$ cat src/rtl/pulse_interval_meter.sv
// pulse_interval_meter: measures clk cycles between successive rising edges of an
// asynchronous input, reports each interval with a one-cycle strobe, and flags a
// stalled source with a timeout level.
module pulse_interval_meter #(
    parameter int unsigned W       = 8,
    parameter int unsigned TIMEOUT = 200
) (
    input  logic         i_clk,
    input  logic         i_reset,
    input  logic         i_in_data,
    output logic [W-1:0] o_interval,
    output logic         o_valid,
    output logic         o_overflow,
    output logic         o_timeout,
    output logic         o_armed
);

    typedef enum logic [0:0] {StIdle, StMeasure} state_e;

    localparam logic [W:0]   TimeoutVal = (W+1)'(TIMEOUT);
    localparam logic [W-1:0] CountMax   = {W{1'b1}};
    localparam logic         TimeoutEn  = (TIMEOUT != 0);

    state_e       r_state;
    state_e       w_state_next;
    logic         r_s1;
    logic         r_s2;
    logic         r_s3;
    logic [W-1:0] r_count;

    logic         w_det;
    logic [W:0]   w_count_inc;
    logic         w_tmo_hit;
    logic         w_load;
    logic         w_report;
    logic         w_expire;

    assign w_det       = r_s2 & ~r_s3;
    // One bit wider so the carry out of count+1 marks a saturated interval.
    assign w_count_inc = {1'b0, r_count} + (W+1)'(1);
    assign w_tmo_hit   = TimeoutEn && (w_count_inc == TimeoutVal);

    // Two-flop synchronizer plus a history flop for rising-edge detection.
    always_ff @(posedge i_clk) begin
        if (i_reset) begin
            r_s1 <= 1'b0;
            r_s2 <= 1'b0;
            r_s3 <= 1'b0;
        end else begin
            r_s1 <= i_in_data;
            r_s2 <= r_s1;
            r_s3 <= r_s2;
        end
    end

    // State register.
    always_ff @(posedge i_clk) begin
        if (i_reset) begin
            r_state <= StIdle;
        end else begin
            r_state <= w_state_next;
        end
    end

    // Next state: arm on first edge, drop back to idle on timeout; an edge beats a timeout.
    always_comb begin
        w_state_next = r_state;
        unique case (r_state)
            StIdle: begin
                if (w_det) begin
                    w_state_next = StMeasure;
                end
            end
            StMeasure: begin
                if (!w_det && w_tmo_hit) begin
                    w_state_next = StIdle;
                end
            end
        endcase
    end

    // Action decode: arming load, interval report, or timeout expiry.
    always_comb begin
        w_load   = 1'b0;
        w_report = 1'b0;
        w_expire = 1'b0;
        unique case (r_state)
            StIdle: begin
                w_load = w_det;
            end
            StMeasure: begin
                w_report = w_det;
                w_expire = !w_det && w_tmo_hit;
            end
        endcase
    end

    // Interval counter: restarts on every edge, saturates instead of wrapping.
    always_ff @(posedge i_clk) begin
        if (i_reset) begin
            r_count <= '0;
        end else if (w_load || w_report) begin
            r_count <= '0;
        end else if (r_state == StMeasure && r_count != CountMax) begin
            r_count <= w_count_inc[W-1:0];
        end
    end

    // Registered outputs; interval/overflow only move together with valid.
    always_ff @(posedge i_clk) begin
        if (i_reset) begin
            o_interval <= '0;
            o_valid    <= 1'b0;
            o_overflow <= 1'b0;
            o_timeout  <= 1'b0;
            o_armed    <= 1'b0;
        end else begin
            o_valid <= w_report;
            if (w_report) begin
                o_interval <= w_count_inc[W] ? CountMax : w_count_inc[W-1:0];
                o_overflow <= w_count_inc[W];
            end
            if (w_det) begin
                o_timeout <= 1'b0;
            end else if (w_expire) begin
                o_timeout <= 1'b1;
            end
            o_armed <= (w_state_next == StMeasure);
        end
    end

endmodule

$ cat config.mk
export PLATFORM = sky130hd
export DESIGN_NAME = pulse_interval_meter
export DESIGN_NICKNAME = d
export VERILOG_FILES = /design/src/rtl/pulse_interval_meter.sv
export SDC_FILE = /design/constraint.sdc
export NUM_CORES = 1
export LEC_CHECK = 0
export BUFFER_PORTS_ARGS = -buffer_cell sky130_fd_sc_hd__buf_2
export CORE_AREA = 10 10 54 56
export CTS_BUF_LIST = sky130_fd_sc_hd__clkbuf_8 sky130_fd_sc_hd__clkbuf_16
export CTS_CLUSTER_DIAMETER = 200
export CTS_CLUSTER_SIZE = 40
export DETAILED_ROUTE_END_ITERATION = 8
export DIE_AREA = 0 0 64 66
export PLACE_DENSITY = 0.74
export SETUP_SLACK_MARGIN = 0.4
export SYNTH_ARGS = -nofsm -noshare
export SYNTH_HDL_FRONTEND = slang
export SYNTH_SLANG_ARGS = --single-unit
$ cat constraint.sdc
create_clock -name i_clk -period 3.75 [get_ports i_clk]
set_clock_uncertainty 0.1 [all_clocks]
set_input_delay 0.5625 -clock i_clk [delete_from_list [all_inputs] [get_ports i_clk]]
set_output_delay 0.5625 -clock i_clk [all_outputs]
set_load 0.005 [all_outputs]
==> impl_metrics.env <==
export IMPL_grt_ovfl_total=0
export IMPL_cts_tree="yes"
export IMPL_die_w_microns=64
export IMPL_cp_num_buf_inv=0
export IMPL_cts_made_buffers=3
export IMPL_cts_setup_buffers=0
export IMPL_num_nets_final=129
export IMPL_dieArea_sq_um=4220
export IMPL_post_route_min_period_ns=2.03
export IMPL_antenna_found_initial=0
export IMPL_hold_violations=0
export IMPL_final_cell_mix="23 x dfxtp_1, 17 x nor2_1, 14 x buf_2, 7 x nand2_1, 7 x a211oi_1"
export IMPL_vias=795
export IMPL_r2r_slack_ns=1.72
export IMPL_grt_pass1_vias=773
export IMPL_clk_pin_slew_worst_paths_ns=0.08
export IMPL_fin_total_pwr_mw=0.424
export IMPL_ir_worst_vdd_mv=0.185
export IMPL_min_to="o_interval[6]$_SDFFE_PP0P_"
export IMPL_finalSetupTns_ns=0
export IMPL_cts_max_level=1
export IMPL_relSlewSlack=0.617
export IMPL_grt_pass1_wl_mm=3.43
export IMPL_drive_gt1_frac=0.177
export IMPL_rsz0062_at_grt="false"
export IMPL_post_synth_top_area_cell="dfxtp_1"
export IMPL_start_kind="register"
export IMPL_p_leak_nw=0.405
export IMPL_drc_errors=0
export IMPL_crit_path_cell_trace="ha_1 > nand3_2 > or3_4 > a2111oi_4 > a32o_1"
export IMPL_finalSetupViolations=0
export IMPL_fp_dieH_microns=66
export IMPL_io_buffers=14
export IMPL_min_path_cells=2
export IMPL_coreArea_sq_um=1900
export IMPL_final_common_cell="dfxtp_1"
export IMPL_wl_per_cell_microns=13.3
export IMPL_via_per_inst=5.26
export IMPL_root_buffer="clkbuf_8"
export IMPL_drtPass1Iterations=4
export IMPL_drt_total_wl_mm=2.01
export IMPL_cts_sinks=23
export IMPL_drt_iter0_drc=11
export IMPL_grt_max_degree=17
export IMPL_syn2layout_area_growth_pct=11.1
export IMPL_synth_cell_types=34
export IMPL_synth_top_area_frac=0.453
export IMPL_critical_path_class="reg2reg"
export IMPL_ant_nets=0
export IMPL_hp_class="reg2reg"
export IMPL_tightestPinTransition_ns=0.572
export IMPL_crit_fanout=11
export IMPL_period_share=0.540
export IMPL_hpwl_mm=1.47
export IMPL_synth_seq_cells=23
export IMPL_rr_startpoint="r_count[0]$_SDFFE_PP0P_"
export IMPL_cts_resized=0
export IMPL_outcome="completed"
export IMPL_hold_buffers=0
export IMPL_maxCapViolations=0
export IMPL_required_ns=3.86
export IMPL_start_util=0.534
export IMPL_antennaDiodeCount=0
export IMPL_synth_seq_area_share=0.453
export IMPL_critPathSlowestCell="or3_4"
export IMPL_ys_warn_count=0
export IMPL_powerDensity_nw_per_um2=376
export IMPL_critPathMaxStageDelay_ns=0.43
export IMPL_critPathTopFamily="simple AND/OR/NAND/NOR gates"
export IMPL_drv_slew=0
export IMPL_reg2regPathDepth=5
export IMPL_grt_use_total=0.102
export IMPL_rows=16
export IMPL_fmax_mhz=493
export IMPL_synthCells=113
export IMPL_rr_endpoint="o_timeout$_SDFFE_PP0P_"
export IMPL_critical_path_arrival_ns=2.14
export IMPL_end_kind="register"
export IMPL_syn_num_nets=117
export IMPL_ios=15
export IMPL_syn_area_sq_um=1020
export IMPL_gp_congestion=0.832
export IMPL_synth_area_per_cell_sq_um=8.99
export IMPL_clk_latency_ns=0.26
export IMPL_synth_area_leaders="dfxtp_1 45%, nor2_1 6.3%, a211oi_1 5.2%"
export IMPL_hp_start="o_interval[6]$_SDFFE_PP0P_"
export IMPL_clk_path_buf_depth=2
==> final cells by class <==
| cell class | count | area [sq um] |
|---|---|---|
| fill | 185 | 773 |
| multi-input combinational | 80 | 508 |
| sequential | 23 | 460 |
| timing repair buffer | 14 | 70.1 |
| clock buffer | 3 | 41.3 |
| tap | 27 | 33.8 |
| inverter | 3 | 11.3 |
| clock inverter | 1 | 3.75 |
==> report_power, final <==
group | switching [mW] | internal [mW] | total, mW
Sequential | 0.00518 | 0.249 | 0.254
Clock | 0.0753 | 0.0731 | 0.148
Combinational | 0.0130 | 0.00829 | 0.0213
Total | 0.0935 | 0.330 | 0.424
==> worst register-to-register path: cells and delay by family (launching register included) <==
| family | cells | cell delay, ns |
|---|---|---|
| DFF | 1 | 0.40 |
| adders and majority gates | 1 | 0.27 |
| and+or+nand+nor | 2 | 0.64 |
| AOI/OAI and AO/OA | 2 | 0.56 |
==> stage by stage <==
stage | cell area (sq um) | hold WS, ns | util | setup WS (ns) | instances
floorplan | 1020 | 0.314 | - | 1.98 | 113
global placement | 1080 | 0.316 | 0.570 | 1.79 | 147
detailed placement | 1080 | 0.333 | 0.570 | 1.73 | 147
CTS | 1130 | 0.360 | 0.593 | 1.71 | 151
global route | 1130 | 0.372 | 0.593 | 1.55 | 151
finish | 1130 | 0.356 | 0.593 | 1.72 | 151
==> registers in the layout (all words and copies together), names as in the netlist <==
name        flops
o_armed         1
o_interval      8
o_overflow      1
o_timeout       1
o_valid         1
r_count         8
r_s1            1
r_s2            1
r_s3            1
==> worst max path at each step <==
stage,startpoint,endpoint,slack [ns],depth (start not counted)
6_report,r_count[0]$_SDFFE_PP0P_,o_timeout$_SDFFE_PP0P_,1.72,5
5_1_grt,r_count[0]$_SDFFE_PP0P_,o_timeout$_SDFFE_PP0P_,1.55,5
4_1_cts,r_count[0]$_SDFFE_PP0P_,o_timeout$_SDFFE_PP0P_,1.71,5
3_5_place_dp,r_count[0]$_SDFFE_PP0P_,o_timeout$_SDFFE_PP0P_,1.73,5
3_3_place_gp,r_count[0]$_SDFFE_PP0P_,o_timeout$_SDFFE_PP0P_,1.79,5
2_1_floorplan,r_count[0]$_SDFFE_PP0P_,o_timeout$_SDFFE_PP0P_,1.98,5
==> cells by family (layout without fill, tap and decap cells) <==
logic type      count (synthesis)  in the layout  synth area share
simple gates                   44             44             0.218
compound gates                 26             26             0.190
flops                          23             23             0.453
buf+inv                        10             21            0.0468
xor+xnor                        7              7            0.0603
mux                             2              2            0.0197
fa+ha+maj                       1              1            0.0123
==> metal layers <==
layer	routed length [microns]	global-route usage
met1	893	0.102
met2	914	0.170
met3	116	0.0339
met4	86	0.0847
met5	0	0
==> Yosys cell counts (all sizes together) <==
| cell | count |
|---|---|
| dfxtp | 23 |
| nor2 | 17 |
| nand2 | 8 |
| a211oi | 7 |
| a21oi | 6 |
| o21ai | 5 |
| buf | 4 |
| nor2b | 4 |
| or3 | 4 |
| xor2 | 4 |
| clkbuf | 3 |
| inv | 3 |
| nand3 | 3 |
| xnor2 | 3 |
| and2 | 2 |
| mux2i | 2 |
| nor3 | 2 |
| a2111oi | 1 |
| a311oi | 1 |
| a31oi | 1 |
| a32o | 1 |
| and3 | 1 |
| and4 | 1 |
| ha | 1 |
| nand2b | 1 |
| o211ai | 1 |
| o311ai | 1 |
| o31a | 1 |
| o31ai | 1 |
| or2 | 1 |
Power figures use the tool's default switching activity.
